$ cat config.mk
export PLATFORM = sky130hd
export DESIGN_NAME = vga_timing_sequencer
export DESIGN_NICKNAME = d
export VERILOG_FILES = /design/src/rtl/vga_timing_sequencer.sv
export SDC_FILE = /design/constraint.sdc
export NUM_CORES = 1
export LEC_CHECK = 0
export ABC_AREA = 1
export CAP_MARGIN = 15
export CELL_PAD_IN_SITES_DETAIL_PLACEMENT = 1
export CELL_PAD_IN_SITES_GLOBAL_PLACEMENT = 1
export CORE_UTILIZATION = 46
export DETAILED_ROUTE_END_ITERATION = 10
export PLACE_DENSITY_LB_ADDON = 0.1
export SLEW_MARGIN = 5
export SYNTH_ARGS = -nofsm -noshare
export SYNTH_HDL_FRONTEND = slang
export SYNTH_SLANG_ARGS = --single-unit
export TNS_END_PERCENT = 20
$ cat constraint.sdc
create_clock -name Clk -period 5.25 [get_ports Clk]
set_input_delay 1.3125 -clock Clk [delete_from_list [all_inputs] [get_ports Clk]]
set_output_delay 1.3125 -clock Clk [all_outputs]
set_load 0.02 [all_outputs]
$ cat src/rtl/vga_timing_sequencer.sv
// rtl/vga_timing_sequencer.sv - VGA scan counters, sync/active decode and frame-boundary mode switch
module vga_timing_sequencer #(
  parameter int REZ_MAX_WIDTH = 12,
  parameter int PULSE_WIDTH   = 8
) (
  input  logic                     Clk,
  input  logic                     Rst,
  input  logic                     Mode_sel,
  input  logic                     Mode_req,
  output logic                     Mode_ack,
  output logic                     Hsync,
  output logic                     Vsync,
  output logic                     Video_on,
  output logic [REZ_MAX_WIDTH-1:0] Pixel_x,
  output logic [REZ_MAX_WIDTH-1:0] Pixel_y,
  output logic                     Line_start,
  output logic                     Frame_start
);

  localparam int W = REZ_MAX_WIDTH;

  typedef enum logic [1:0] {
    PH_SYNC,
    PH_BACK_PORCH,
    PH_ACTIVE,
    PH_FRONT_PORCH
  } phase_t;

  logic [W-1:0] h_cnt_q, h_cnt_d, v_cnt_q, v_cnt_d;
  logic         mode_q, mode_d;
  logic         pend_q, pend_d;
  logic         pend_sel_q, pend_sel_d;
  logic         switched_q, switched_d;
  logic         ack_q, ack_d;
  logic         hsync_q, hsync_d, vsync_q, vsync_d;
  logic         video_on_q, video_on_d;
  logic [W-1:0] pixel_x_q, pixel_x_d, pixel_y_q, pixel_y_d;
  logic         line_start_q, line_start_d, frame_start_q, frame_start_d;

  logic [PULSE_WIDTH-1:0] hs_len, hb_len, vs_len, vb_len;
  logic [W-1:0]           ha_len, h_total, va_len, v_total;
  logic [W-1:0]           h_act_start, h_act_end, v_act_start, v_act_end;
  logic                   h_last, v_last, frame_end, apply, req_ok;
  phase_t                 h_phase, v_phase;

  function automatic phase_t phase_of(input logic [W-1:0] cnt, input logic [W-1:0] s_end,
                                      input logic [W-1:0] a_start, input logic [W-1:0] a_end);
    if (cnt < s_end)        return PH_SYNC;
    else if (cnt < a_start) return PH_BACK_PORCH;
    else if (cnt < a_end)   return PH_ACTIVE;
    else                    return PH_FRONT_PORCH;
  endfunction

  always_comb begin
    if (mode_q) begin
      hs_len = PULSE_WIDTH'(2);  hb_len = PULSE_WIDTH'(2);  ha_len = W'(8);   h_total = W'(14);
      vs_len = PULSE_WIDTH'(1);  vb_len = PULSE_WIDTH'(1);  va_len = W'(4);   v_total = W'(7);
    end else begin
      hs_len = PULSE_WIDTH'(96); hb_len = PULSE_WIDTH'(48); ha_len = W'(640); h_total = W'(800);
      vs_len = PULSE_WIDTH'(2);  vb_len = PULSE_WIDTH'(33); va_len = W'(480); v_total = W'(525);
    end
  end

  always_comb begin
    h_act_start = W'(hs_len) + W'(hb_len);
    h_act_end   = h_act_start + ha_len;
    v_act_start = W'(vs_len) + W'(vb_len);
    v_act_end   = v_act_start + va_len;
    h_phase     = phase_of(h_cnt_q, W'(hs_len), h_act_start, h_act_end);
    v_phase     = phase_of(v_cnt_q, W'(vs_len), v_act_start, v_act_end);

    h_last    = (h_cnt_q == h_total - W'(1));
    v_last    = (v_cnt_q == v_total - W'(1));
    frame_end = h_last && v_last;
    apply     = frame_end && pend_q;

    h_cnt_d = h_last ? '0 : h_cnt_q + W'(1);
    v_cnt_d = v_cnt_q;
    if (h_last) v_cnt_d = v_last ? '0 : v_cnt_q + W'(1);

    // Requests are ignored from the boundary until the ack has been visible for one cycle
    req_ok     = Mode_req && !switched_q && !ack_q;
    mode_d     = apply ? pend_sel_q : mode_q;
    switched_d = apply;
    pend_sel_d = req_ok ? Mode_sel : pend_sel_q;
    pend_d     = pend_q;
    if (apply)       pend_d = 1'b0;
    else if (req_ok) pend_d = 1'b1;

    hsync_d       = (h_phase != PH_SYNC);
    vsync_d       = (v_phase != PH_SYNC);
    video_on_d    = (h_phase == PH_ACTIVE) && (v_phase == PH_ACTIVE);
    pixel_x_d     = video_on_d ? h_cnt_q - h_act_start : '0;
    pixel_y_d     = video_on_d ? v_cnt_q - v_act_start : '0;
    line_start_d  = (h_cnt_q == '0);
    frame_start_d = (h_cnt_q == '0) && (v_cnt_q == '0);
    ack_d         = switched_q;
  end

  always_ff @(posedge Clk) begin
    if (Rst) begin
      h_cnt_q       <= '0;
      v_cnt_q       <= '0;
      mode_q        <= 1'b0;
      pend_q        <= 1'b0;
      pend_sel_q    <= 1'b0;
      switched_q    <= 1'b0;
      ack_q         <= 1'b0;
      hsync_q       <= 1'b1;
      vsync_q       <= 1'b1;
      video_on_q    <= 1'b0;
      pixel_x_q     <= '0;
      pixel_y_q     <= '0;
      line_start_q  <= 1'b0;
      frame_start_q <= 1'b0;
    end else begin
      h_cnt_q       <= h_cnt_d;
      v_cnt_q       <= v_cnt_d;
      mode_q        <= mode_d;
      pend_q        <= pend_d;
      pend_sel_q    <= pend_sel_d;
      switched_q    <= switched_d;
      ack_q         <= ack_d;
      hsync_q       <= hsync_d;
      vsync_q       <= vsync_d;
      video_on_q    <= video_on_d;
      pixel_x_q     <= pixel_x_d;
      pixel_y_q     <= pixel_y_d;
      line_start_q  <= line_start_d;
      frame_start_q <= frame_start_d;
    end
  end

  assign Mode_ack    = ack_q;
  assign Hsync       = hsync_q;
  assign Vsync       = vsync_q;
  assign Video_on    = video_on_q;
  assign Pixel_x     = pixel_x_q;
  assign Pixel_y     = pixel_y_q;
  assign Line_start  = line_start_q;
  assign Frame_start = frame_start_q;

endmodule

==> results of run 1 <==
state kept, by name (all words and copies together), names as in the netlist:
name	cells
Frame_start	1
Hsync	1
Line_start	1
Mode_ack	1
Pixel_x	12
Pixel_y	12
Video_on	1
Vsync	1
ack_d	1
h_cnt_q	12
mode_q	1
pend_q	1
pend_sel_q	1
v_cnt_q	12
per-layer routing:
metal,GRT usage [%],share of wire (%),vias to the layer above
met5,0,0,-
met3,4.81,4.0,24
met1,30.7,47,1394
met4,11.8,2.6,0
met2,43.0,47,68
li1,-,-,1434
power groups by stage:
stage / registers, mW / clock network (mW) / logic (mW)
global placement: 0.460 / 0 / 0.0349
detailed placement: 0.460 / 0 / 0.0368
CTS: 0.450 / 0.504 / 0.0370
global route: 0.450 / 0.521 / 0.0408
floorplan: 0.463 / 0 / 0.0184
finish: 0.450 / 0.498 / 0.0364
metrics by stage:
stage | instances | util (%)
after floorplan | 438 | -
after global placement | 560 | 54.2
after detailed placement | 560 | 54.2
after CTS | 576 | 57.5
after global routing | 576 | 57.5
final | 576 | 57.5
synth_stat cells, types with 2 or more instances:
cell type  instances
a21oi_1           21
buf_12             2
buf_6              3
dfxtp_1           58
ha_1              21
inv_1             50
inv_2             16
nand2_1           86
nand2_2           10
nand2_4            2
nand3_1           26
nand3_2            6
nand3_4            2
nand3b_1           2
nand4_1            4
nor2_1            45
nor2_2             9
nor2_4            28
nor3_1             9
o21ai_0            9
xnor2_1            3
xor2_1            14
worst max-delay path by stage:
stage               depth (start not counted)           startpoint  slack [ps]               endpoint
finish                                     12  mode_q$_SDFFE_PP0P_        2450  Pixel_y[2]$_SDFF_PP0_
global route                               12  mode_q$_SDFFE_PP0P_        2170  Pixel_y[2]$_SDFF_PP0_
CTS                                         8                  Rst        2440  Pixel_y[2]$_SDFF_PP0_
detailed placement                          8                  Rst        2100  Pixel_y[2]$_SDFF_PP0_
global placement                            8                  Rst        2190  Pixel_y[2]$_SDFF_PP0_
floorplan                                   9                  Rst        2980  Pixel_y[5]$_SDFF_PP0_
layout make-up:
cell class              instances  share of cell area, %
clock inverters                 6                   2.63
clock buffers                  10                   3.20
well taps                      96                   3.01
repair buffers                 33                   8.27
inverters                      66                   6.20
flip-flops and latches         58                   29.1
multi-input cells             307                   47.6
cell families (layout without fill, tap and decap cells):
group,Yosys count,in the layout,share of synthesized area (%)
AO/OA/AOI/OAI,32,32,4.94
XOR/XNOR,17,17,4.39
adder cells (fa/ha/maj),21,21,7.74
buffers and inverters,73,115,9.85
flip-flops,58,58,34.2
other,1,2,0.111
AND/OR/NAND/NOR,235,235,38.8
worst max-delay path, stage by stage, from the launching register on:
cell and delay (ps):
dfxtp_1 740, inv_1 240, ha_1 250, inv_1 100, ha_1 240, inv_1 80
nand2_2 90, nand3_1 130, nand3b_1 140, nand2_1 70, inv_1 90, nand2_4 320
nor2_1 220
cell usage in the layout, fill, tap and decap left out, drive strengths merged, types with 4 or more instances in the layout:
cell type      Yosys  layout
nand3             34      34
ha                21      21
o21ai             10      10
nand4              4       4
xor2              14      14
inv               66      66
clkdlybuf4s50      0      33
nand2             98      98
nor3              10      10
nor2              83      83
dfxtp             58      58
clkbuf             0      10
a21oi             22      22
==> flow_metrics.py, run 1 <==
metrics = {
    "placed_design": {
        "dp_hpwl_mm": 6.77,
        "dp_slack_ps": 2100,
        "port-buffer-count": 33,
        "place_area_mm2": 0.00376,
        "gp_congestion": 0.880,
    },
    "power_and_ir_drop": {
        "p_per_area_mw_per_mm2": 247,
        "p_switching_mw": 0.212,
        "leakagePower_nw": 1.89,
        "ir_drop_v": 0.000144,
        "total_power_mw": 0.985,
        "p_int_mw": 0.773,
        "combPwrFrac_pct": 3.7,
        "p_seq_share_pct": 45.7,
        "netSwitchingFraction_pct": 21.5,
        "p_clk_share_pct": 50.6,
    },
    "die": {
        "dieArea_mm2": 0.00772,
        "start_util_pct": 48.9,
        "die_y_um": 87.9,
        "die_x_um": 87.9,
        "io_pins": 34,
        "core_mm2": 0.00694,
        "rows": 30,
    },
    "timing": {
        "final.period_utilization_pct": 53.4,
        "fmaxAchievable_mhz": 357,
        "slew_violations": 0,
        "rsz0062_at_grt": "false",
        "finalWorstSetupSlack_ps": 2450,
        "timing_worst_slew_pin_value_ps": 654,
        "setup_viol": 0,
        "fin_skew_ps": 9.92,
        "setup-tns-final_ps": 0,
        "slew_headroom_pct": 56.3,
        "period_minus_slack_ps": 2800,
        "hold_viol": 0,
        "hold_ws_ps": 449,
    },
    "cells_and_area": {
        "multi_input_area_mm2": 0.00190,
        "drive_gt1_share_pct": 19.4,
        "area_growth_pct": 17.7,
        "area.sequential_mm2": 0.00116,
        "antenna_cells": 0,
        "fin_nets": 500,
        "stdcell_area_mm2": 0.00399,
        "nFillCells": 868,
    },
    "global_route": {
        "grt_use_total_pct": 25.2,
        "antenna_found_initial": 0,
        "grt_pass1_vias": 3073,
        "grt_max_degree": 24,
        "grt_overflow": 0,
        "grt_pass1_wl_mm": 14.6,
    },
    "critical_path": {
        "rr_endpoint": "Pixel_y[2]$_SDFF_PP0_",
        "cp_data_arrival_time_ps": 3060,
        "cp-end-kind": "flop",
        "crit_path_start_kind": "flop",
        "critPathKind": "reg2reg",
        "reg2reg_slack_ps": 2450,
        "r2r_cells": 12,
        "required_ps": 5510,
        "rr_startpoint": "mode_q$_SDFFE_PP0P_",
        "critical_path_peak_fanout": 23,
    },
    "clock_network": {
        "ctsResizeCount": 0,
        "numCtsBuffers": 9,
        "cts.path.max_buffers": 2,
        "post_cts_buffers": 0,
        "clk_latency_ps": 340,
        "cts_root_buf": "clkbuf_8",
        "h-tree-depth": 3,
        "path_clk_slew_ps": 60,
        "hold_buffers": 0,
        "cts_num_sinks": 58,
        "cts_tree": "yes",
    },
    "synth": {
        "synth_area_leaders": "dfxtp_1 34%, nand2_1 9.5%, nor2_4 9.3%, ha_1 7.7%, inv_1 5.5%",
        "yosys.area.top_type_share_pct": 34.2,
        "avgSynthCellArea_um2": 7.76,
        "synth_flop_cell": "dfxtp_1",
        "synth_area_mm2": 0.00339,
        "yosysWarnings": 0,
        "syn_inst": 437,
        "ys_seq_elements": 58,
        "synth_edf_count": 0,
        "yosysSeqAreaShare_pct": 34.2,
        "synth_cell_types": 33,
        "synthArstFlopShare_pct": 0,
        "synth_area_leader_cell": "dfxtp_1",
    },
    "hold_path": {
        "min-delay-path-class": "reg2reg",
        "worstHoldStart": "pend_sel_q$_SDFFE_PP0P_",
        "holdPathEnd": "mode_q$_SDFFE_PP0P_",
        "min_path_cells": 2,
    },
    "outcome": {
        "status": "finished clean",
    },
    "job": {
        "maxCapViolations": 0,
    },
    "detailed_routing": {
        "ant_nets": 0,
        "avgRoutedWirePerCell_um": 15.2,
        "remaining_drc_errors": 0,
        "drt_iter0_markers": 81,
        "routed_wl_mm": 8.74,
        "dr.pass1.iters": 4,
        "vias_per_cell": 5.07,
        "via_count": 2920,
    },
}
Note: power is estimated with default switching activity, not from simulation.
==> run 2: changes to the inputs <==
Settings changed: CORE_UTILIZATION 46 to 42.
Clock period 5.25 ns to 2.7 ns, I/O delays scaled along.
==> flow_metrics.py, run 2 (synthesis results as in run 1) <==
metrics = {
    "outcome": {
        "status": "finished clean",
    },
    "timing": {
        "slew_violations": 0,
        "hold_ws_ps": 437,
        "setup_viol": 0,
        "timing_worst_slew_pin_value_ps": 607,
        "fin_skew_ps": 12.4,
        "period_minus_slack_ps": 2200,
        "rsz0062_at_grt": "false",
        "fmaxAchievable_mhz": 454,
        "setup-tns-final_ps": 0,
        "hold_viol": 0,
        "slew_headroom_pct": 59.5,
        "final.period_utilization_pct": 81.5,
    },
    "detailed_routing": {
        "dr.pass1.iters": 4,
        "avgRoutedWirePerCell_um": 13.6,
        "ant_nets": 0,
        "vias_per_cell": 4.82,
        "routed_wl_mm": 7.98,
        "drt_iter0_markers": 68,
        "via_count": 2817,
        "remaining_drc_errors": 0,
    },
    "critical_path": {
        "cp_slowest_stage_delay_ps": 410,
        "cpMostUsedCell": "inv_1",
        "path_buf_inv": 4,
        "path_cells": "inv_1, ha_1, inv_1, ha_1, inv_1, nand2_2, nand3_1, nand3b_1, nand2_1, inv_1, nand2_4, nor2_1",
        "crit_path_start": "v_cnt_q[0]$_SDFFE_PP0N_",
        "cp-end-kind": "flop",
        "crit_path_start_kind": "flop",
        "cp_data_arrival_time_ps": 2460,
        "critPathKind": "reg2reg",
        "required_ps": 2960,
        "crit_slowest_cell": "dfxtp_1",
        "critical_path_peak_fanout": 23,
        "path_delay_family": "simple AND/OR/NAND/NOR gates",
        "rr_startpoint": "v_cnt_q[0]$_SDFFE_PP0N_",
    },
    "clock_network": {
        "ctsResizeCount": 0,
        "path_clk_slew_ps": 80,
        "cts_tree": "yes",
        "numCtsBuffers": 9,
        "h-tree-depth": 3,
        "cts_num_sinks": 58,
        "cts_root_buf": "clkbuf_8",
        "hold_buffers": 0,
        "post_cts_buffers": 0,
        "clk_latency_ps": 350,
        "cts.path.max_buffers": 2,
    },
    "power_and_ir_drop": {
        "ir_drop_v": 0.000218,
        "p_switching_mw": 0.445,
        "p_per_area_mw_per_mm2": 444,
        "netSwitchingFraction_pct": 25.1,
        "combPwrFrac_pct": 4.0,
        "leakagePower_nw": 1.89,
        "p_clk_share_pct": 46.7,
        "p_int_mw": 1.33,
        "p_seq_share_pct": 49.3,
        "total_power_mw": 1.77,
    },
    "cells_and_area": {
        "antenna_cells": 0,
        "drive_gt1_share_pct": 20.1,
        "fin_nets": 503,
        "final_cell_mix": "86 x nand2_1, 58 x dfxtp_1, 50 x inv_1",
        "fin_cells": 585,
        "nFillCells": 995,
        "final_common_cell": "nand2_1",
        "area_growth_pct": 17.7,
        "stdcell_area_mm2": 0.00399,
    },
    "die": {
        "core_mm2": 0.00777,
        "io_pins": 34,
        "die_x_um": 91.9,
        "die_y_um": 91.9,
        "rows": 32,
        "dieArea_mm2": 0.00844,
        "start_util_pct": 43.7,
    },
    "global_route": {
        "grt_max_degree": 24,
        "grt_util_met1_pct": 28.0,
        "grt_pass1_vias": 2970,
        "grt_pass1_wl_mm": 14.0,
        "grt_overflow": 0,
        "grt_use_total_pct": 21.2,
        "use_met2_pct": 34.7,
        "top_usage_layer": "met2",
        "use_met3_pct": 3.57,
        "antenna_found_initial": 0,
    },
    "placed_design": {
        "gp_congestion": 0.816,
        "dp_cells": 569,
        "dp_hpwl_mm": 6.30,
        "place_area_mm2": 0.00379,
        "port-buffer-count": 33,
    },
    "job": {
        "maxCapViolations": 0,
    },
    "hold_path": {
        "worstHoldStart": "ack_d$_SDFF_PP0_",
        "min-delay-path-class": "reg2reg",
    },
}
run 2: cell types whose count changed in the layout (fill, tap and decap cells not counted), sizes merged:
| cell | delta |
|---|---|
| buf | +3 |
| bufinv | -2 |
| clkbuf | -1 |
| clkinvlp | +1 |
| inv | +2 |
run 2: power groups by stage:
stage                     Clock (mW)  Combinational [mW]  Sequential, mW
after floorplan                    0              0.0357           0.901
after global placement             0              0.0698           0.893
after detailed placement           0              0.0720           0.894
after CTS                      0.847              0.0729           0.874
after global routing           0.894              0.0804           0.875
final                          0.828              0.0717           0.874
run 2: area by class of cell:
cell class                      instances  area [µm²]  area share [%]
Clock buffer                            9         124            3.10
Multi-Input combinational cell        307        1900            47.6
Clock inverter                          7        77.6            1.94
Timing Repair Buffer                   36         353            8.84
Tap cell                              102         128            3.20
Inverter                               66         248            6.20
Sequential cell                        58        1160            29.1
run 2: worst register-to-register path, cell delays in order (launching register included):
cell      delay, ps
dfxtp_1         410
inv_1           120
ha_1            210
inv_1            90
ha_1            210
inv_1            70
nand2_2          80
nand3_1         120
nand3b_1        140
nand2_1          60
inv_1            90
nand2_4         320
nor2_1          200
run 2: path summary, 6_finish.rpt:
kind	end	slack, ps	depth (start not counted)
worst max-delay path	Pixel_y[1]$_SDFF_PP0_	500	12
worst min-delay path	Mode_ack$_SDFF_PP0_	440	2
worst max register to register	Pixel_y[1]$_SDFF_PP0_	500	12
worst min register to register	Mode_ack$_SDFF_PP0_	440	2
run 2: metal layers:
layer	up-vias	routed length, µm	part of all wire, %
li1	1437	-	-
met1	1312	3960	50
met2	55	3650	46
met3	13	226	2.8
met4	0	141	1.8
met5	-	0	0
run 2: through the flow:
step | worst slack, ps | utilization (%)
final | 499 | 51.4
after global routing | 265 | 51.4
after CTS | 473 | 51.4
after detailed placement | 420 | 48.8
after global placement | 465 | 48.8
after floorplan | 730 | -
